`src/rtl/spwm_gate_driver.sv`:
```
// spwm_gate_driver: one half-bridge leg of the sine-PWM chain. It takes the
// triangle carrier and a modulation sample and produces a complementary
// gate pair with dead time. The incoming sample is double-buffered so the
// active compare value changes only at the carrier valley.
//
// Gate FSM
//   state | meaning
//   OFF   | both gates off; waiting for run=1 with no latched fault
//   DT_H  | dead time before the high side turns on
//   HI    | high-side gate conducting
//   DT_L  | dead time before the low side turns on
//   LO    | low-side gate conducting
module spwm_gate_driver #(
    parameter int width     = 6,
    parameter int cnt_max   = 41,
    parameter int dt_width  = 4,
    parameter int dead_time = 3
) (
    input  logic             clk,
    input  logic             rst,
    input  logic             rst_syn,
    input  logic [width-1:0] carrier,
    input  logic             carryDown,
    input  logic [width-1:0] mod,
    input  logic             mod_valid,
    input  logic             run,
    input  logic             fault,
    output logic             mod_req,
    output logic             pwm_raw,
    output logic             pwm_hi,
    output logic             pwm_lo,
    output logic             fault_latched
);

    // One above the carrier peak: a compare at this value keeps pwm_raw high
    // across the whole carrier range.
    localparam logic [width-1:0]    CMP_TOP = width'(cnt_max + 1);
    localparam logic [dt_width-1:0] DT_LOAD = dt_width'(dead_time);
    localparam logic [dt_width-1:0] DT_LAST = dt_width'(1);

    typedef enum logic [2:0] {
        OFF  = 3'd0,
        DT_H = 3'd1,
        HI   = 3'd2,
        DT_L = 3'd3,
        LO   = 3'd4
    } state_t;

    state_t              state;
    logic [dt_width-1:0] dt_cnt;
    logic [width-1:0]    pending;
    logic                pend_full;
    logic [width-1:0]    cmp;
    logic [width-1:0]    mod_clamped;

    assign mod_clamped = (mod > CMP_TOP) ? CMP_TOP : mod;

    // Sample double-buffer: new samples wait in pending, move to cmp at the valley.
    always_ff @(posedge clk or negedge rst) begin
        if (!rst) begin
            pending   <= '0;
            pend_full <= 1'b0;
            cmp       <= '0;
            mod_req   <= 1'b0;
        end else if (rst_syn) begin
            pending   <= '0;
            pend_full <= 1'b0;
            cmp       <= '0;
            mod_req   <= 1'b0;
        end else begin
            mod_req <= carryDown;
            if (carryDown) begin
                // A sample arriving on the valley itself bypasses the buffer.
                if (mod_valid) begin
                    cmp <= mod_clamped;
                end else if (pend_full) begin
                    cmp <= pending;
                end
                pend_full <= 1'b0;
            end else if (mod_valid) begin
                pending   <= mod_clamped;
                pend_full <= 1'b1;
            end
        end
    end

    // Registered comparator between the active compare value and the carrier.
    always_ff @(posedge clk or negedge rst) begin
        if (!rst) begin
            pwm_raw <= 1'b0;
        end else if (rst_syn) begin
            pwm_raw <= 1'b0;
        end else begin
            pwm_raw <= (cmp > carrier);
        end
    end

    // Sticky fault flag; only a reset can clear it.
    always_ff @(posedge clk or negedge rst) begin
        if (!rst) begin
            fault_latched <= 1'b0;
        end else if (rst_syn) begin
            fault_latched <= 1'b0;
        end else if (fault) begin
            fault_latched <= 1'b1;
        end
    end

    // Gate FSM with dead-time down-counter; gate outputs track the next state.
    always_ff @(posedge clk or negedge rst) begin
        if (!rst) begin
            state  <= OFF;
            dt_cnt <= '0;
            pwm_hi <= 1'b0;
            pwm_lo <= 1'b0;
        end else if (rst_syn) begin
            state  <= OFF;
            dt_cnt <= '0;
            pwm_hi <= 1'b0;
            pwm_lo <= 1'b0;
        end else if (!run || fault_latched) begin
            state  <= OFF;
            dt_cnt <= '0;
            pwm_hi <= 1'b0;
            pwm_lo <= 1'b0;
        end else begin
            case (state)
                OFF: begin
                    state  <= pwm_raw ? DT_H : DT_L;
                    dt_cnt <= DT_LOAD;
                end
                DT_H: begin
                    // A raw pulse that ends inside the dead time restarts the
                    // wait toward the other side without ever turning on.
                    if (!pwm_raw) begin
                        state  <= DT_L;
                        dt_cnt <= DT_LOAD;
                    end else if (dt_cnt == DT_LAST) begin
                        state  <= HI;
                        pwm_hi <= 1'b1;
                    end else begin
                        dt_cnt <= dt_cnt - DT_LAST;
                    end
                end
                HI: begin
                    if (!pwm_raw) begin
                        state  <= DT_L;
                        dt_cnt <= DT_LOAD;
                        pwm_hi <= 1'b0;
                    end
                end
                DT_L: begin
                    if (pwm_raw) begin
                        state  <= DT_H;
                        dt_cnt <= DT_LOAD;
                    end else if (dt_cnt == DT_LAST) begin
                        state  <= LO;
                        pwm_lo <= 1'b1;
                    end else begin
                        dt_cnt <= dt_cnt - DT_LAST;
                    end
                end
                LO: begin
                    if (pwm_raw) begin
                        state  <= DT_H;
                        dt_cnt <= DT_LOAD;
                        pwm_lo <= 1'b0;
                    end
                end
                default: begin
                    state  <= OFF;
                    dt_cnt <= '0;
                    pwm_hi <= 1'b0;
                    pwm_lo <= 1'b0;
                end
            endcase
        end
    end

endmodule

```
`config.mk`:
```
export PLATFORM = sky130hd
export DESIGN_NAME = spwm_gate_driver
export DESIGN_NICKNAME = d
export VERILOG_FILES = /design/src/rtl/spwm_gate_driver.sv
export SDC_FILE = /design/constraint.sdc
export NUM_CORES = 1
export LEC_CHECK = 0
export CAP_MARGIN = 20
export CORE_MARGIN = 2
export CORE_UTILIZATION = 30
export CTS_CLUSTER_SIZE = 28
export DETAILED_ROUTE_END_ITERATION = 6
export PLACE_DENSITY = 0.61
export RECOVER_POWER = 50
export SETUP_SLACK_MARGIN = 0.5
export SYNTH_ARGS = -nofsm -noshare
export SYNTH_HDL_FRONTEND = slang
export SYNTH_SLANG_ARGS = --single-unit
```
`constraint.sdc`:
```
create_clock -name clk -period 5.15 [get_ports clk]
set_clock_uncertainty 0.2 [all_clocks]
set_input_delay 0.515 -clock clk [delete_from_list [all_inputs] [get_ports clk]]
set_output_delay 0.515 -clock clk [all_outputs]
set_load 0.1 [all_outputs]
```
==> impl_summary.txt <==
----------------------------------------------------
[Status]
  Outcome ... completed

[Timing]
  Number of setup violations in the final report ... 0
  Setup_tns ... 0 ns
  Post-route clock period utilization ... between 50 and 60%
  Fmax ... 351.9 MHz
  Final hold violation count ... 0
  Worst rel slew slack ... 8.436%
  Minimum clock period after layout ... around 2.8 ns
  Number of slew-limit violations in the final report ... 0
  RSZ-0062 raised after global routing ... false
  Least-Margin Pin Slew ... 1.373 ns

[CTS]
  TritonCTS clock tree ... yes
  Clock sinks ... 25
  Clock buffers created by TritonCTS ... 3
  Resize count post-CTS ... 0
  Clock Latency Late Sink ... 0.27 ns
  Clk slew on worst S/H paths ... roughly 0.08 ns
  Bufs on Longest Clock Path ... 2
  Root Driver ... sky130_fd_sc_hd__clkbuf_8
  Post-CTS Hold Fix Bufs ... 0
  Level count of the clock H-tree ... 1
  Setup repair bufs after CTS ... 0

[Placement]
  Port bufs ... 23
  Half-perimeter wire length after placement ... 2.353 mm
  Standard cell area after detailed placement ... 0.001832 sq mm
  Placer Congestion ... between 0.7 and 0.8

[Route]
  Wire length on met3 ... between 100 and 150 um
  Post-route met1 wirelength ... 1.500 mm
  Total iterations of the first detailed-routing run ... 4
  DR iter-0 viols ... 46
  WL met2 ... roughly 1.5 mm
  Top Metal Used ... met4
  Vias per Instance ... 5.045
  Number of vias in the routed layout ... 1,241
  Remaining routing DRC violations ... 0
  Antenna-violating nets left ... 0
  Routed len/inst ... 12.82 um
  Overall routed net length ... 3.154 mm

[Pwr]
  Pwr Density ... 221.5 mW/mm^2
  Cell leakage power ... 0.8218 nW
  Highest ir drop seen on vdd ... between 0.15 and 0.2 mV

[Logic synthesis]
  Post-synthesis net count ... approximately 190
  Cells after synthesis ... 158
  Share of flip-flops with an asynchronous set or reset after synthesis ... 100.0%
  Post-synthesis register bit count ... 25
  Number of synthesized flops with an enable pin ... 0
  Yosys warning total ... 0
  Register area share after synthesis ... 40.45%
  Total standard cell area after synthesis ... 0.001546 sq mm
  Prevailing post-synth register cell ... sky130_fd_sc_hd__dfrtp_1
  Cell variety after synth ... 50
  Avg Synthesized Cell Area ... 9.788 sq um

[Floorplanning]
  Starting density of the core ... 30.67%
  Height of the die ... roughly 76 um
  IO Pins ... 24
  Standard-cell row count ... 26
  Core Footprint ... 0.005042 sq mm
  Chip width ... 75.80 um
  Floorplan die area ... around 0.0057 sq mm

[Worst setup path]
  Register-to-register setup slack ... 3.15 ns
  Required time reported for the critical path endpoint ... 4.43 ns
  List of cells traversed by the critical path ... clkdlybuf4s50_1
  Maximum fanout along the worst path ... 16
  Worst setup EP type ... primary output
  Logic depth of the worst register-to-register path ... 5
  Count of buffer and inverter cells on the critical path ... 1
  Crit path kind ... flop to primary output
  Endpoint of the worst register-to-register path ... state[1]
  Launching point of the worst reg2reg path ... dt_cnt[1]
  Critical Path Stages ... 1
  Critical Path Sink ... pwm_raw
  Slowest Stage Delay on Critical Path ... 1.22 ns
  CP Launch Type ... flop
  Critical-path cell with the highest stage delay ... sky130_fd_sc_hd__clkdlybuf4s50_1
  Worst path top cell family by delay ... buffers and inverters
  Setup crit start ... pwm_raw
  CP Data Arrival Time ... 2.13 ns

[Layout]
  Post-route cell area ... 0.001873 sq mm
  Final design utilization ... between 30% and 40%
  Area added between synthesis and finish ... 21.12%
  Number of nets at the end of the flow ... 204
  Diodes inserted ... 0
  Ratio of cells with drive above 1 in the final layout ... 9.659%
  Most frequent standard cell in the layout excluding fill and tap cells ... sky130_fd_sc_hd__dfrtp_1
  Leading cell types in the layout, fill and taps excluded ... sky130_fd_sc_hd__dfrtp_1 (25), sky130_fd_sc_hd__clkdlybuf4s50_1 (21), sky130_fd_sc_hd__nor2_1 (12)

[Flow run]
  Count of max-cap constraint violations ... 0

[Global routing]
  Vias in the first global route ... 1,120
  Overall Global Routing Usage ... approximately an eighth
  Number of antenna violations at the first check in global routing ... 0
  Largest net degree at the start of global routing ... 26
  Final global-route overflow total ... 0
  Global-route wire length before repair ... 5.319 mm

[Min path]
  Type of the tightest min-delay check ... flop to flop

----------------------------------------------------
## cell families after synthesis
logic type / Yosys count / synth area share [%]
AND/OR/NAND/NOR: 52 / 20.95
adder cells (fa/ha/maj): 8 / 6.473
XOR/XNOR: 2 / 1.133
buffers and inverters: 21 / 5.259
flip-flops: 25 / 40.45
multiplexers: 8 / 5.744
AO/OA/AOI/OAI: 42 / 19.98
## report_power, final
part / internal (mW) / total (mW) / switching (mW)
Sequential: 0.206 / 0.217 / 0.0111
Combinational: 0.0376 / 0.0826 / 0.0450
Clock: 0.0553 / 0.116 / 0.0603
Total: 0.298 / 0.415 / 0.116
## Yosys cell counts (2+ instances only)
cell type | instances | share of area, %
sky130_fd_sc_hd__clkbuf_1 | 7 | 1.7
sky130_fd_sc_hd__a31oi_1 | 6 | 2.4
sky130_fd_sc_hd__a211oi_1 | 3 | 1.5
sky130_fd_sc_hd__and3b_2 | 2 | 1.3
sky130_fd_sc_hd__nor4b_1 | 3 | 1.7
sky130_fd_sc_hd__and3_1 | 2 | 0.81
sky130_fd_sc_hd__dfrtp_1 | 25 | 40
sky130_fd_sc_hd__nor2_1 | 12 | 2.9
sky130_fd_sc_hd__o2bb2ai_1 | 2 | 1.1
sky130_fd_sc_hd__or3b_2 | 2 | 1.1
sky130_fd_sc_hd__nand3_1 | 4 | 1.3
sky130_fd_sc_hd__nor2b_1 | 5 | 2.0
sky130_fd_sc_hd__o221ai_1 | 2 | 1.1
sky130_fd_sc_hd__a21o_1 | 3 | 1.5
sky130_fd_sc_hd__ha_1 | 8 | 6.5
sky130_fd_sc_hd__a21oi_1 | 7 | 2.3
sky130_fd_sc_hd__nor3b_1 | 3 | 1.5
sky130_fd_sc_hd__nor3_1 | 6 | 1.9
sky130_fd_sc_hd__mux2i_1 | 4 | 2.6
sky130_fd_sc_hd__mux2_2 | 3 | 2.2
sky130_fd_sc_hd__buf_2 | 2 | 0.65
sky130_fd_sc_hd__nand2b_1 | 2 | 0.81
sky130_fd_sc_hd__inv_1 | 11 | 2.7
sky130_fd_sc_hd__nand3b_1 | 2 | 0.97
sky130_fd_sc_hd__nand2_1 | 2 | 0.49
sky130_fd_sc_hd__nand4_1 | 2 | 0.81
sky130_fd_sc_hd__o21ai_0 | 5 | 1.6
## layout make-up
cell class / count / area (sq um)
inverter: 11 / 41.29
fill: 504 / 3169
multi-input combinational: 112 / 839.6
tap: 70 / 87.58
sequential: 25 / 625.6
timing repair buffer: 24 / 234.0
clock buffer: 4 / 45.04
## per-stage QoR
stage,instances,power [mW],hold slack [ns],setup WS [ns]
final,246,0.4149,0.2986,2.308
after global routing,246,0.4397,0.3297,2.219
after CTS,246,0.4231,0.3085,2.301
after detailed placement,242,0.3045,0.2870,2.474
after global placement,242,0.3037,0.2779,2.539
after floorplan,158,0.2707,0.01941,3.046
## how the worst min path moves through the flow
stage,slack (ns),start,end,cells past startpoint
2_1_floorplan,0.02,rst,cmp[0],0
3_3_place_gp,0.28,cmp[5],cmp[5],1
3_5_place_dp,0.29,cmp[5],cmp[5],1
4_1_cts,0.31,cmp[5],cmp[5],1
5_1_grt,0.33,cmp[3],cmp[3],1
6_report,0.30,cmp[5],cmp[5],1
## flip-flops by register name (all words and copies together) (netlist names)
| signal | flops |
|---|---|
| state | 3 |
| pending | 6 |
| dt_cnt | 4 |
| pwm_raw | 1 |
| pwm_lo | 1 |
| fault_latched | 1 |
| mod_req | 1 |
| cmp | 6 |
| pend_full | 1 |
| pwm_hi | 1 |
## per-layer routing
layer	up-vias	global-route usage (%)
met5	-	0
met4	0	2.339
met3	2	3.307
met2	19	19.54
met1	602	16.56
li1	618	-
(Power assumes the default switching activity.)
